--- src/rtl/noc_pkt_pkg.sv ---
// Shared NoC packet definitions: AXI-Stream channel types, routing header field
// offsets (reused by the router arbiter), packetizer FSM states and header packing.
package noc_pkt_pkg;

  localparam int AXIS_TDATA_W = 32;
  localparam int NOC_X_W      = 2;
  localparam int NOC_Y_W      = 2;

  localparam int HDR_DX_LSB = 0;
  localparam int HDR_DY_LSB = HDR_DX_LSB + NOC_X_W;
  localparam int HDR_SX_LSB = HDR_DY_LSB + NOC_Y_W;
  localparam int HDR_SY_LSB = HDR_SX_LSB + NOC_X_W;

  typedef struct packed {
    logic [AXIS_TDATA_W-1:0] tdata;
    logic                    tvalid;
    logic                    tlast;
  } axis_mosi_t;

  typedef struct packed {
    logic tready;
  } axis_miso_t;

  typedef enum logic [1:0] {IDLE, BODY, CONT} packetizer_state_t;

  function automatic logic [AXIS_TDATA_W-1:0] pack_header(
    input logic [NOC_X_W-1:0] dx,
    input logic [NOC_Y_W-1:0] dy,
    input logic [NOC_X_W-1:0] sx,
    input logic [NOC_Y_W-1:0] sy
  );
    logic [AXIS_TDATA_W-1:0] hdr;
    hdr = '0;
    hdr[HDR_DX_LSB +: NOC_X_W] = dx;
    hdr[HDR_DY_LSB +: NOC_Y_W] = dy;
    hdr[HDR_SX_LSB +: NOC_X_W] = sx;
    hdr[HDR_SY_LSB +: NOC_Y_W] = sy;
    return hdr;
  endfunction

endpackage

--- src/rtl/axis_packetizer.sv ---
// Prepends a routing header to node payload bursts and splits them into packets of
// at most MAX_PACKAGES body flits. Define PACKETIZER_SRC_ID_EN to carry the source id.
module axis_packetizer
  import noc_pkt_pkg::*;
#(
  parameter int DATA_WIDTH          = AXIS_TDATA_W,
  parameter int MAX_ROUTERS_X       = 4,
  parameter int MAX_ROUTERS_X_WIDTH = $clog2(MAX_ROUTERS_X),
  parameter int MAX_ROUTERS_Y       = 4,
  parameter int MAX_ROUTERS_Y_WIDTH = $clog2(MAX_ROUTERS_Y),
  parameter int MAX_PACKAGES        = 4,
  parameter int ROUTER_X            = 0,
  parameter int ROUTER_Y            = 0
) (
  input  logic                           clk_i,
  input  logic                           rst_n_i,
  input  axis_mosi_t                     in_mosi_i,
  output axis_miso_t                     in_miso_o,
  input  logic [MAX_ROUTERS_X_WIDTH-1:0] dest_x_i,
  input  logic [MAX_ROUTERS_Y_WIDTH-1:0] dest_y_i,
  output axis_mosi_t                     out_mosi_o,
  input  axis_miso_t                     out_miso_i
);

`ifdef PACKETIZER_SRC_ID_EN
  localparam bit SRC_ID_EN = 1'b1;
`else
  localparam bit SRC_ID_EN = 1'b0;
`endif

  localparam logic [NOC_X_W-1:0] SRC_X = SRC_ID_EN ? NOC_X_W'(ROUTER_X) : '0;
  localparam logic [NOC_Y_W-1:0] SRC_Y = SRC_ID_EN ? NOC_Y_W'(ROUTER_Y) : '0;

  localparam int               CNT_W    = (MAX_PACKAGES > 1) ? $clog2(MAX_PACKAGES) : 1;
  localparam logic [CNT_W-1:0] CNT_LAST = CNT_W'(MAX_PACKAGES - 1);

  packetizer_state_t state_q, state_d;

  logic [DATA_WIDTH-1:0]          out_data_q, out_data_d;
  logic                           out_valid_q, out_valid_d;
  logic                           out_last_q, out_last_d;
  logic [CNT_W-1:0]               cnt_q, cnt_d;
  logic [MAX_ROUTERS_X_WIDTH-1:0] dx_q, dx_d;
  logic [MAX_ROUTERS_Y_WIDTH-1:0] dy_q, dy_d;

  logic                  slot_free;
  logic                  in_ready;
  logic                  accept;
  logic                  cnt_at_last;
  logic [DATA_WIDTH-1:0] hdr_live;
  logic [DATA_WIDTH-1:0] hdr_latched;

  assign slot_free   = !out_valid_q || out_miso_i.tready;
  assign accept      = in_ready && in_mosi_i.tvalid;
  assign cnt_at_last = (cnt_q == CNT_LAST);

  // The first header of a burst uses the live destination; split headers reuse the latched one.
  assign hdr_live    = DATA_WIDTH'(pack_header(NOC_X_W'(dest_x_i), NOC_Y_W'(dest_y_i), SRC_X, SRC_Y));
  assign hdr_latched = DATA_WIDTH'(pack_header(NOC_X_W'(dx_q), NOC_Y_W'(dy_q), SRC_X, SRC_Y));

  always_ff @(posedge clk_i or negedge rst_n_i) begin
    if (!rst_n_i) state_q <= IDLE;
    else          state_q <= state_d;
  end

  always_comb begin
    state_d = state_q;
    case (state_q)
      IDLE: if (in_mosi_i.tvalid && slot_free) state_d = BODY;
      BODY: begin
        if (accept) begin
          if (in_mosi_i.tlast)  state_d = IDLE;
          else if (cnt_at_last) state_d = CONT;
        end
      end
      CONT: if (slot_free) state_d = BODY;
      default: state_d = IDLE;
    endcase
  end

  // A free slot always retires the current flit; each state decides what, if anything, refills it.
  always_comb begin
    in_ready    = 1'b0;
    out_data_d  = out_data_q;
    out_valid_d = out_valid_q;
    out_last_d  = out_last_q;
    cnt_d       = cnt_q;
    dx_d        = dx_q;
    dy_d        = dy_q;
    if (slot_free) out_valid_d = 1'b0;
    case (state_q)
      IDLE: begin
        if (in_mosi_i.tvalid && slot_free) begin
          dx_d        = dest_x_i;
          dy_d        = dest_y_i;
          out_data_d  = hdr_live;
          out_valid_d = 1'b1;
          out_last_d  = 1'b0;
        end
      end
      BODY: begin
        in_ready = slot_free;
        if (accept) begin
          out_data_d  = DATA_WIDTH'(in_mosi_i.tdata);
          out_valid_d = 1'b1;
          out_last_d  = in_mosi_i.tlast || cnt_at_last;
          cnt_d       = (in_mosi_i.tlast || cnt_at_last) ? '0 : cnt_q + 1'b1;
        end
      end
      CONT: begin
        if (slot_free) begin
          out_data_d  = hdr_latched;
          out_valid_d = 1'b1;
          out_last_d  = 1'b0;
        end
      end
      default: ;
    endcase
  end

  always_ff @(posedge clk_i or negedge rst_n_i) begin
    if (!rst_n_i) begin
      out_data_q  <= '0;
      out_valid_q <= 1'b0;
      out_last_q  <= 1'b0;
      cnt_q       <= '0;
      dx_q        <= '0;
      dy_q        <= '0;
    end else begin
      out_data_q  <= out_data_d;
      out_valid_q <= out_valid_d;
      out_last_q  <= out_last_d;
      cnt_q       <= cnt_d;
      dx_q        <= dx_d;
      dy_q        <= dy_d;
    end
  end

  assign in_miso_o.tready  = in_ready;
  assign out_mosi_o.tdata  = AXIS_TDATA_W'(out_data_q);
  assign out_mosi_o.tvalid = out_valid_q;
  assign out_mosi_o.tlast  = out_last_q;

endmodule

--- config.mk ---
export PLATFORM = sky130hd
export DESIGN_NAME = axis_packetizer
export DESIGN_NICKNAME = d
export VERILOG_FILES = /design/src/rtl/noc_pkt_pkg.sv /design/src/rtl/axis_packetizer.sv
export SDC_FILE = /design/constraint.sdc
export NUM_CORES = 1
export LEC_CHECK = 0
export CAP_MARGIN = 40
export CELL_PAD_IN_SITES_DETAIL_PLACEMENT = 0
export CELL_PAD_IN_SITES_GLOBAL_PLACEMENT = 1
export CORE_MARGIN = 2
export CORE_UTILIZATION = 33
export CTS_CLUSTER_DIAMETER = 150
export DETAILED_ROUTE_END_ITERATION = 10
export PLACE_DENSITY = 0.87
export SETUP_SLACK_MARGIN = 0.1
export SLEW_MARGIN = 20
export SYNTH_ARGS = -nofsm -noshare
export SYNTH_HDL_FRONTEND = slang
export SYNTH_SLANG_ARGS = --single-unit
export TNS_END_PERCENT = 30
--- constraint.sdc ---
create_clock -name clk_i -period 2.2 [get_ports clk_i]
set_clock_uncertainty 0.2 [all_clocks]
set_input_delay 0.44 -clock clk_i [delete_from_list [all_inputs] [get_ports clk_i]]
set_output_delay 0.44 -clock clk_i [all_outputs]
set_load 0.005 [all_outputs]
======== Yosys cells after proc, flatten, opt, wreduce, memory -nomap -nowiden ========
Cells that the tools add are included.
word-level totals
  latch bits .............................. 0
  word-level logic and storage cells ...... 47
  register bits after elaboration ......... 42
  ROM bits ................................ 0
  RAM bits ................................ 0
  memories kept ........................... 0
  output and inout port bits .............. 35
  bits of input ports ..................... 41
cells by class
  muxes and demuxes ....................... 21
  equal/unequal tests ..................... 7
  reduce and logical (&&, ||, !) cells .... 11
  bitwise logic cells ..................... 0
  $lt $le $gt $ge ......................... 0
  add/subtract/negate cells ............... 1
  multiply operators ...................... 0
  shifts and indexed selects .............. 0
  divide/modulo/power cells ............... 0
operator list
  cell                                           count
  2-to-1 mux 32 bit                              3
  one-hot mux 32 bit (3 select lines)            1
  2-to-1 mux 2 bit                               6
  2-to-1 mux 1 bit                               8
  AND reduction 4 bit                            2
  inequality test 2 bit, second input constant   3
  one-hot mux 1 bit (3 select lines)             2
  one-hot mux 2 bit (3 select lines)             1
  == test 2 bit, second input constant           2
  AND reduction 2 bit                            2
  inequality test 3 bit, second input constant   1
  nonzero test 3 bit                             1
  adder 2 x 1 -> 2 bit, second input constant    1
  == test 2 x 1 -> 1 bit, second input constant  1
  logical AND 1 bit                              2
  logical NOT 2 bit                              1
  logical OR 1 bit                               2
  logical NOT 1 bit                              1

======== Logic depth before layout (Yosys ltp) ========
Gate-level depths: netlist (run 1).
  word-level depth ........................ 6
  mapped depth ............................ 8
  depth with buffers taken out ............ 6

======== Least setup slack after synthesis (run 1) ========
No wires, ideal clock.
  kind .................................... reg-to-reg
  start ................................... register state_q[0]
  end ..................................... register out_data_q[21]
  setup time .............................. 0.127 ns
  slack ................................... 0.446 ns
  stages on the path, launching flop included .. 7
  arrival time ............................ 1.426 ns
  clock period less this slack ............ 1.754 ns
  cells stage by stage .................... dfrtp_1 > inv_1 > ha_1 > nand3b_2 > a32oi_2 > clkbuf_2 > o21ai_2
between the ends
  longest elaborated chain between the ends .. 5
  elaborated cells between the ends (all ways) .. 11
  those cells by class .................... eq/ne: 5; mux: 2; reduce/logical: 4
ends and longest elaborated chain
  element                                 RTL line                source
  start: declaration                      axis_packetizer.sv:37   packetizer_state_t state_q, state_d;
  start signal: assignment                axis_packetizer.sv:63   else state_q <= state_d;
  == test 2 x 1 -> 1 bit                  axis_packetizer.sv:91   case (state_q)
  2-to-1 mux 1 bit                        axis_packetizer.sv:91
  logical AND 1 bit                       axis_packetizer.sv:54   assign accept = in_ready && in_mosi_i.tvalid;
  inequality test 2 bit (no source line)  -
  AND reduction 4 bit (no source line)    -
  end signal: assignment                  axis_packetizer.sv:130  out_data_q <= out_data_d;
  end: declaration                        axis_packetizer.sv:39   logic [DATA_WIDTH-1:0] out_data_q, out_data_d;
Several ways; a longest one is shown, not always the timed one.
A chain may end at the register's enable or synchronous reset.

======== Final worst setup path (run 1) ========
  start ................................... input port out_miso_i
  end ..................................... output port in_miso_o
between the ends
  longest elaborated chain between the ends .. 2
ends and longest elaborated chain
  element             RTL line               source
  start: declaration  axis_packetizer.sv:22  input axis_miso_t out_miso_i
  logical OR 1 bit    axis_packetizer.sv:53  assign slot_free = !out_valid_q || out_miso_i.tready;
  2-to-1 mux 1 bit    axis_packetizer.sv:91
  end: declaration    axis_packetizer.sv:18  output axis_miso_t in_miso_o,
Every way passes these cells.

==> results of run 1 <==
-- repair_timing --
action,in CTS,in global routing
hold endpoints to repair,19,0
buffers inserted,1,0
endpoints found under the setup margin,1,2
pin swaps,0,0
resized for setup,1,1
hold buffers,1,0
-- registers in the layout (all words and copies together), names as in the netlist --
name         count
out_last_q       1
dx_q             2
cnt_q            2
state_q          2
dy_q             2
out_data_q      32
out_valid_q      1
-- worst min path at each step --
| stage | startpoint | to | slack, ps | depth (start not counted) |
|---|---|---|---|---|
| floorplan | rst_n_i | cnt_q[0]$_DFFE_PN0P_ | -60 | 0 |
| global placement | rst_n_i | out_data_q[16]$_DFFE_PN0P_ | 230 | 1 |
| detailed placement | rst_n_i | out_data_q[16]$_DFFE_PN0P_ | 240 | 1 |
| CTS | out_data_q[13]$_DFFE_PN0P_ | out_data_q[13]$_DFFE_PN0P_ | 280 | 2 |
| global route | out_data_q[20]$_DFFE_PN0P_ | out_data_q[20]$_DFFE_PN0P_ | 310 | 2 |
| finish | out_data_q[9]$_DFFE_PN0P_ | out_data_q[9]$_DFFE_PN0P_ | 280 | 2 |
-- power breakdown --
group          total, W  leakage (nW)  internal [W]  switching, W
logic           0.00183         0.714      0.000939      0.000890
registers       0.00125         0.537       0.00108      0.000170
clock network  0.000595        0.0524      0.000340      0.000255
total           0.00367          1.30       0.00236       0.00132
-- area by class of cell --
class                   count  area [sq um]
fillers                   571          2990
inverters                   4          15.0
clock buffers               7          76.3
repair buffers             86           855
well taps                  75          93.8
clock inverters             1          30.0
multi-input cells         141           878
flip-flops and latches     42          1050
-- routing by layer --
metal / up-vias / GRT usage
met5: - / 0
li1: 831 / -
met4: 0 / 0.0402
met2: 43 / 0.235
met1: 741 / 0.171
met3: 6 / 0.0408
-- synth_stat cells (3+ instances only) --
master,n,area [sq um]
dfrtp_1,42,1050
nand2_1,56,210
mux2_2,4,45.0
o21ai_0,7,35.0
buf_6,3,33.8
a22oi_1,4,30.0
nand2_2,13,81.3
inv_1,4,15.0
o21ai_1,10,50.1
ha_1,5,62.6
a21boi_0,3,22.5
o21ai_2,22,193
-- cells by family (layout without fill, tap and decap cells) --
kind of cell,count (synthesis),in the layout,share of synthesized area
simple gates,78,78,0.172
compound gates,53,53,0.186
flops,42,42,0.507
buf+inv,18,98,0.0778
fa+ha+maj,5,5,0.0302
mux,5,5,0.0265
-- metrics by stage --
stage | std cells | worst slack, ps
2_1_floorplan | 201 | 446
3_3_place_gp | 346 | -118
3_5_place_dp | 346 | -120
4_1_cts | 356 | 134
5_1_grt | 356 | 94.7
6_report | 356 | 141
-- layout by cell type (no fill, tap or decap), drive strengths merged --
cell type and count:
and4b 1, o2bb2ai 1, and2 1, nor3 1, mux2i 1, clkbuf 7
nand2b 1, nand3b 1, nand3 2, nor4 1, nand2 69, o22ai 1
nor2 1, ha 5, a32oi 1, clkdlybuf4s50 73, dlygate4sd2 1, mux2 4
buf 11, a21boi 3, dlygate4sd3 1, a21oi 2, bufinv 1, o21ai 39
a22oi 4, inv 4, a21o 1, dfrtp 42, o31ai 1
-- critical path, cell delays in order --
cell and delay [ps]:
clkdlybuf4s50_1 420, nand2b_4 150, and2_1 150, dlygate4sd2_1 270
==> reports/results.txt, run 1 <==
Outcome: finished clean
Setup CP Type: in2out
Clock Tree Root: clkbuf_8
Worst-path clk slew: 70 ps
Crit. End Element: output port
Post-Syn Nets: 247
Worst-path fanout max: 2
Fin Hold WS: 278 ps
Clk Latency, worst-skew pair: 290 ps
Max cap viols: 0
Met2 Wirelength: 2210 um
Core area: 0.00599 sq mm
Die H: 83.3 um
Synth cell types: 34
FF-to-FF End: out_last_q$_DFFE_PN0P_
YS warnings: 0
First-pass iteration count of the detailed router: 2
Routed wire per std cell: 12.6 um
Relative slew slack: 0.672
Max clock buf depth: 2
Mean Syn Cell Area: 10.3 sq um
# setup viols final: 0
Die X: 83.3 um
Inserted Clock Buffers: 5
Area Growth Syn to Fin: 44.6%
Starting density of the core: 0.346
Hold Path Class: reg2reg
Largest net degree at the start of global routing: 33
Num Clock Sinks: 42
Number of synthesized flops with an enable pin: 0
Setup slack, reg-to-reg: 320 ps
Drt total wl: 4470 um
Aggregate global-route resource usage: 0.139
Via-to-Cell Ratio: 4.55
Met3 WL: 255 um
CTS tree: built
Number of global-route vias before repair: 1,668
Register bit total from synthesis: 42
Rows: 28
Die area: 0.00694 sq mm
Req. time, crit path: 1560 ps
Main synth FF type: dfrtp_1
Fin area: 0.00300 sq mm
H-tree Lvls: 2
Layout cells sized above 1: 0.214
Port bufs: 75
Post-layout power: 0.00367 W
Initial antenna violation count: 0
Crit path time final: 2060 ps
Worst r2r src: state_q[1]$_DFFE_PN0P_
Detailed placer's ending HPWL: 3360 um
Final core occ: 0.501
Max Slew Vio Count: 0
Cell Area, Placed: 0.00287 sq mm
First-pass GRT wire length: 7850 um
Crit path DAT: 1420 ps
Static leakage: 1.30 nW
RD Place Congestion: 0.750
Met1 WL: 1950 um
Cells on worst reg2reg path: 7
Total gr overflow: 0
Post-synth ARST share: 1.00
Detail Route Antenna Nets: 0
Unrepaired setup endpoints after global routing: true
Setup crit end: in_miso_o
Slew @ Worst Pin: 491 ps
Highest clock rate: 486 MHz
PwrDens: 1230 mW/mm^2
Antenna diode count: 0
1st-iter DRT viols: 72
DRC errors left: 0
CP startpoint: out_miso_i
Max layer used: met4
Fin. Hold Viols: 0
Synth Instances: 201
# nets final: 326
Max IR drop VDD: 0.466 mV
Final period utilization: 0.936
Crit path launch type: input pin
Post-synthesis cell area: 0.00207 sq mm
Vias: 1,621
Sequential element share of the synthesized area: 0.507
# IOs: 76
TNS Setup: 0 ps
(Power assumes the default switching activity.)
==> run 2: changes to the inputs <==
==> constraint.sdc (replaced) <==
create_clock -name clk_i -period 2.2 [get_ports clk_i]
set_clock_uncertainty 0.2 [all_clocks]
set_input_delay 0.55 -clock clk_i [delete_from_list [all_inputs] [get_ports clk_i]]
set_output_delay 0.55 -clock clk_i [all_outputs]
set_load 0.005 [all_outputs]
==> reports/results.txt, run 2 (synthesized netlist as in run 1, its figures left out) <==
Aggregate global-route resource usage: 0.138 (was 0.139)
Top reg by flops: out_data_q (unchanged)
Clk Latency, worst-skew pair: 290 ps (about the same)
Number of global-route vias before repair: 1,581 (was 1,668)
Slew @ Worst Pin: 499 ps (was 491 ps)
Met3 WL: 209 um (was 255 um)
Critical-path top delay cell: dfrtp_1 (was clkdlybuf4s50_1)
Critical path's largest stage delay: 380 ps (was 420 ps)
Req. time, crit path: 1450 ps (was 1560 ps)
Worst path bufs/invs: 2 (unchanged)
Max clock buf depth: 2 (unchanged)
CP startpoint: state_q[1]$_DFFE_PN0P_ (was out_miso_i)
Die H: 83.3 um (unchanged)
# nets final: 324 (was 326)
Vias: 1,652 (was 1,621)
Total gr overflow: 0 (unchanged)
Setup slack, reg-to-reg: 290 ps (was 320 ps)
Antenna diode count: 0 (unchanged)
Cells on worst reg2reg path: 6 (was 7)
First-pass GRT wire length: 7780 um (was 7850 um)
Inserted Clock Buffers: 5 (unchanged)
Worst-path fanout max: 3 (was 2)
Die area: 0.00694 sq mm (unchanged)
Max FFs per register: 32 (unchanged)
Starting density of the core: 0.346 (unchanged)
Crit path launch type: register (was input pin)
# IOs: 76 (unchanged)
Unrepaired setup endpoints after global routing: true (unchanged)
Worst-path clk slew: 80 ps (was 70 ps)
FF-to-FF End: out_last_q$_DFFE_PN0P_ (unchanged)
Most frequent cells in the layout: clkdlybuf4s50_1, nand2_1, dfrtp_1 (unchanged)
Highest clock rate: 493 MHz (was 486 MHz)
CTS tree: built (unchanged)
Fin. Hold Viols: 0 (unchanged)
Worst path depth: 4 (unchanged)
Cell Area, Placed: 0.00287 sq mm (unchanged)
Relative slew slack: 0.667 (was 0.672)
Initial antenna violation count: 0 (unchanged)
Post-layout power: 0.00367 W (about the same)
H-tree Lvls: 2 (unchanged)
Die X: 83.3 um (unchanged)
Rows: 28 (unchanged)
Top Family by Delay on Critical Path: flip-flops (was buffers and inverters)
Num Clock Sinks: 42 (unchanged)
Crit-path cells: inv_1, ha_1, and2_1, buf_2 (was clkdlybuf4s50_1, nand2b_4, and2_1, dlygate4sd2_1)
Clock Tree Root: clkbuf_8 (unchanged)
Setup crit end: in_miso_o (unchanged)
Crit path time final: 2030 ps (was 2060 ps)
Crit. End Element: output port (unchanged)
Drt total wl: 4420 um (was 4470 um)
Max cap viols: 0 (unchanged)
Setup CP Type: reg2out (was in2out)
Crit path DAT: 1280 ps (was 1420 ps)
RD Place Congestion: 0.735 (was 0.750)
TNS Setup: 0 ps (unchanged)
Area Growth Syn to Fin: 43.6% (was 44.6%)
PwrDens: 1230 mW/mm^2 (about the same)
Fin area: 0.00298 sq mm (was 0.00300 sq mm)
Commonest non-fill, non-tap cell in the layout: clkdlybuf4s50_1 (unchanged)
Met2 Wirelength: 2100 um (was 2210 um)
Via-to-Cell Ratio: 4.67 (was 4.55)
1st-iter DRT viols: 79 (was 72)
Outcome: finished clean (unchanged)
Detailed placer's ending HPWL: 3280 um (was 3360 um)
Max layer used: met4 (unchanged)
Hold Path Class: in2async (was reg2reg)
Port bufs: 75 (unchanged)
DRC errors left: 0 (unchanged)
First-pass iteration count of the detailed router: 4 (was 2)
Max Slew Vio Count: 0 (unchanged)
# hold bufs at CTS: 0 (was 1)
Largest net degree at the start of global routing: 37 (was 33)
Detail Route Antenna Nets: 0 (unchanged)
Core area: 0.00599 sq mm (unchanged)
Routed wire per std cell: 12.5 um (was 12.6 um)
Layout cells sized above 1: 0.215 (was 0.214)
Static leakage: 1.29 nW (was 1.30 nW)
Met1 WL: 2060 um (was 1950 um)
Final period utilization: 0.921 (was 0.936)
# setup viols final: 0 (unchanged)
Setup Buffers After CTS: 0 (was 1)
Worst r2r src: state_q[0]$_DFFE_PN0P_ (was state_q[1]$_DFFE_PN0P_)
Max IR drop VDD: 0.572 mV (was 0.466 mV)
-- run 2: where the power goes --
group | internal (W) | total [W] | switching (W)
clock network | 0.000339 | 0.000596 | 0.000257
registers | 0.00108 | 0.00126 | 0.000177
logic | 0.000926 | 0.00182 | 0.000894
total | 0.00234 | 0.00367 | 0.00133
-- run 2: stage by stage --
step	hold WS (ps)	util	std cells	setup WS, ps
floorplan	54.4	-	201	386
finish	21.0	0.497	354	173
detailed placement	264	0.479	346	-346
global placement	260	0.479	346	-344
CTS	21.9	0.497	354	167
global route	30.4	0.497	354	78.0
-- run 2: worst min path at each step --
| stage | slack (ps) | cells after the start | startpoint | to |
|---|---|---|---|---|
| 2_1_floorplan | 50 | 0 | rst_n_i | cnt_q[0]$_DFFE_PN0P_ |
| 3_3_place_gp | 260 | 2 | out_data_q[11]$_DFFE_PN0P_ | out_data_q[11]$_DFFE_PN0P_ |
| 3_5_place_dp | 260 | 2 | out_data_q[11]$_DFFE_PN0P_ | out_data_q[11]$_DFFE_PN0P_ |
| 4_1_cts | 20 | 1 | rst_n_i | out_data_q[8]$_DFFE_PN0P_ |
| 5_1_grt | 30 | 1 | rst_n_i | out_data_q[5]$_DFFE_PN0P_ |
| 6_report | 20 | 1 | rst_n_i | out_data_q[8]$_DFFE_PN0P_ |
-- run 2: layout make-up --
cell class | count | area [sq um]
clock buffer | 6 | 72.6
clock inverter | 2 | 37.5
fill | 573 | 3010
inverter | 4 | 15.0
multi-input combinational | 141 | 873
sequential | 42 | 1050
tap | 75 | 93.8
timing repair buffer | 84 | 836
-- run 2: per-layer routing --
| metal | vias up | global-route usage |
|---|---|---|
| met2 | 48 | 0.219 |
| met5 | - | 0 |
| met1 | 763 | 0.182 |
| met4 | 0 | 0.0447 |
| met3 | 5 | 0.0368 |
| li1 | 836 | - |
-- run 2: repair_timing --
| item | in CTS | in global routing |
|---|---|---|
| setup endpoints to repair | 1 | 2 |
| gates cloned | 0 | 0 |
| gates resized for setup | 5 | 1 |
==> run 3: changes to the inputs <==
Settings changed: CORE_MARGIN 2 to 3.
==> reports/results.txt, run 3 (synthesized netlist as in run 1, its figures left out) <==
Outcome: finished clean (unchanged)
Finished Layout Cells: 355 (was 354)
Static leakage: 1.31 nW (was 1.29 nW)
Core area: 0.00599 sq mm (unchanged)
Die X: 85.3 um (was 83.3 um)
Max clock buf depth: 2 (unchanged)
RD Place Congestion: 0.770 (was 0.735)
Crit path time final: 2040 ps (was 2030 ps)
Number of global-route vias before repair: 1,593 (was 1,581)
Vias: 1,653 (was 1,652)
Crit path DAT: 1290 ps (was 1280 ps)
Top Family by Delay on Critical Path: flip-flops (unchanged)
Placed cells: 344 (was 346)
Fin area: 0.00303 sq mm (was 0.00298 sq mm)
Total gr overflow: 0 (unchanged)
CTS tree: built (unchanged)
Final core occ: 0.506 (was 0.497)
Critical path's largest stage delay: 380 ps (about the same)
Starting density of the core: 0.346 (unchanged)
Rows: 28 (unchanged)
Routed wire per std cell: 13.3 um (was 12.5 um)
# setup viols final: 0 (unchanged)
Initial antenna violation count: 0 (unchanged)
Clk Latency, worst-skew pair: 290 ps (about the same)
# nets final: 325 (was 324)
Max cap viols: 0 (unchanged)
Max Slew Vio Count: 0 (unchanged)
Unrepaired setup endpoints after global routing: true (unchanged)
Drt total wl: 4720 um (was 4420 um)
Req. time, crit path: 1450 ps (about the same)
Die area: 0.00727 sq mm (was 0.00694 sq mm)
Max IR drop VDD: 0.638 mV (was 0.572 mV)
Hold Path Class: in2async (unchanged)
Max FFs per register: 32 (unchanged)
Via-to-Cell Ratio: 4.66 (was 4.67)
H-tree Lvls: 2 (unchanged)
Aggregate global-route resource usage: 0.132 (was 0.138)
Slew @ Worst Pin: 493 ps (was 499 ps)
Setup CP Type: reg2out (unchanged)
Cell Area, Placed: 0.00286 sq mm (was 0.00287 sq mm)
Commonest non-fill, non-tap cell in the layout: clkdlybuf4s50_1 (unchanged)
Num Clock Sinks: 42 (unchanged)
Fin Hold WS: 19.5 ps (was 21.0 ps)
Worst path bufs/invs: 2 (unchanged)
Area Growth Syn to Fin: 46.3% (was 43.6%)
Largest net degree at the start of global routing: 51 (was 37)
Final period utilization: 0.928 (was 0.921)
Top reg by flops: out_data_q (unchanged)
Critical-path top delay cell: dfrtp_1 (unchanged)
DRC errors left: 0 (unchanged)
PwrDens: 1230 mW/mm^2 (about the same)
Layout cells sized above 1: 0.236 (was 0.215)
1st-iter DRT viols: 35 (was 79)
Relative slew slack: 0.672 (was 0.667)
Die H: 85.3 um (was 83.3 um)
Crit. End Element: output port (unchanged)
Antenna diode count: 0 (unchanged)
Detail Route Antenna Nets: 0 (unchanged)
Highest clock rate: 490 MHz (was 493 MHz)
Crit path launch type: register (unchanged)
# hold bufs at CTS: 0 (unchanged)
Inserted Clock Buffers: 5 (unchanged)
Fin. Hold Viols: 0 (unchanged)
First-pass GRT wire length: 7690 um (was 7780 um)
Detailed placer's ending HPWL: 3340 um (was 3280 um)
Crit-path cells: inv_1, ha_4, and2_4, clkdlybuf4s15_2 (was inv_1, ha_1, and2_1, buf_2)
Worst-path clk slew: 80 ps (about the same)
Clock Tree Root: clkbuf_8 (unchanged)
# IOs: 76 (unchanged)
First-pass iteration count of the detailed router: 4 (unchanged)
Port bufs: 75 (unchanged)
Worst-path fanout max: 3 (unchanged)
Most frequent cells in the layout: clkdlybuf4s50_1, nand2_1, dfrtp_1 (unchanged)
## run 3: layer usage
layer	vias up	wire (um)	track usage
met5	-	0	0
met4	0	57	0.0388
met3	6	276	0.0340
met2	46	2340	0.212
met1	772	2050	0.175
li1	829	-	-
## run 3: path summary, 6_finish.rpt
kind	from	to	slack, ps	depth (start not counted)
max in group asynchronous	rst_n_i	out_data_q[15]$_DFFE_PN0P_	1290	2
worst max-delay path	state_q[1]$_DFFE_PN0P_	in_miso_o	160	4
worst min register to register	out_last_q$_DFFE_PN0P_	out_last_q$_DFFE_PN0P_	280	2
worst max register to register	state_q[0]$_DFFE_PN0P_	out_last_q$_DFFE_PN0P_	230	7
worst min-delay path	rst_n_i	out_data_q[5]$_DFFE_PN0P_	20	1
min in group clk_i	out_last_q$_DFFE_PN0P_	out_last_q$_DFFE_PN0P_	280	2
## run 3: area by class of cell
cell class,count,area (sq um)
inverter,4,15.0
multi-input combinational,141,896
clock inverter,2,12.5
tap,75,93.8
timing repair buffer,85,883
clock buffer,6,82.6
fill,578,2960
sequential,42,1050
## run 3: timing repair
item / in CTS / in global routing
gates resized for setup: 5 / 5
setup endpoints to repair: 1 / 27
pin swaps: 0 / 1
setup buffers: 0 / 1
cloned: 0 / 2
## run 3: power by group
part	internal, W	switching, W	total (W)	leakage (nW)
clock network	0.000252	0.000254	0.000506	0.0472
logic	0.00103	0.000935	0.00197	0.725
registers	0.00108	0.000180	0.00126	0.537
## run 3: through the flow
stage	total power (W)	worst slack [ps]	setup TNS, ps
after global routing	0.00408	59.4	0
after detailed placement	0.00311	-350	-3210
after floorplan	0.00246	386	0
after CTS	0.00364	102	0
after global placement	0.00307	-344	-2820
final	0.00373	158	0
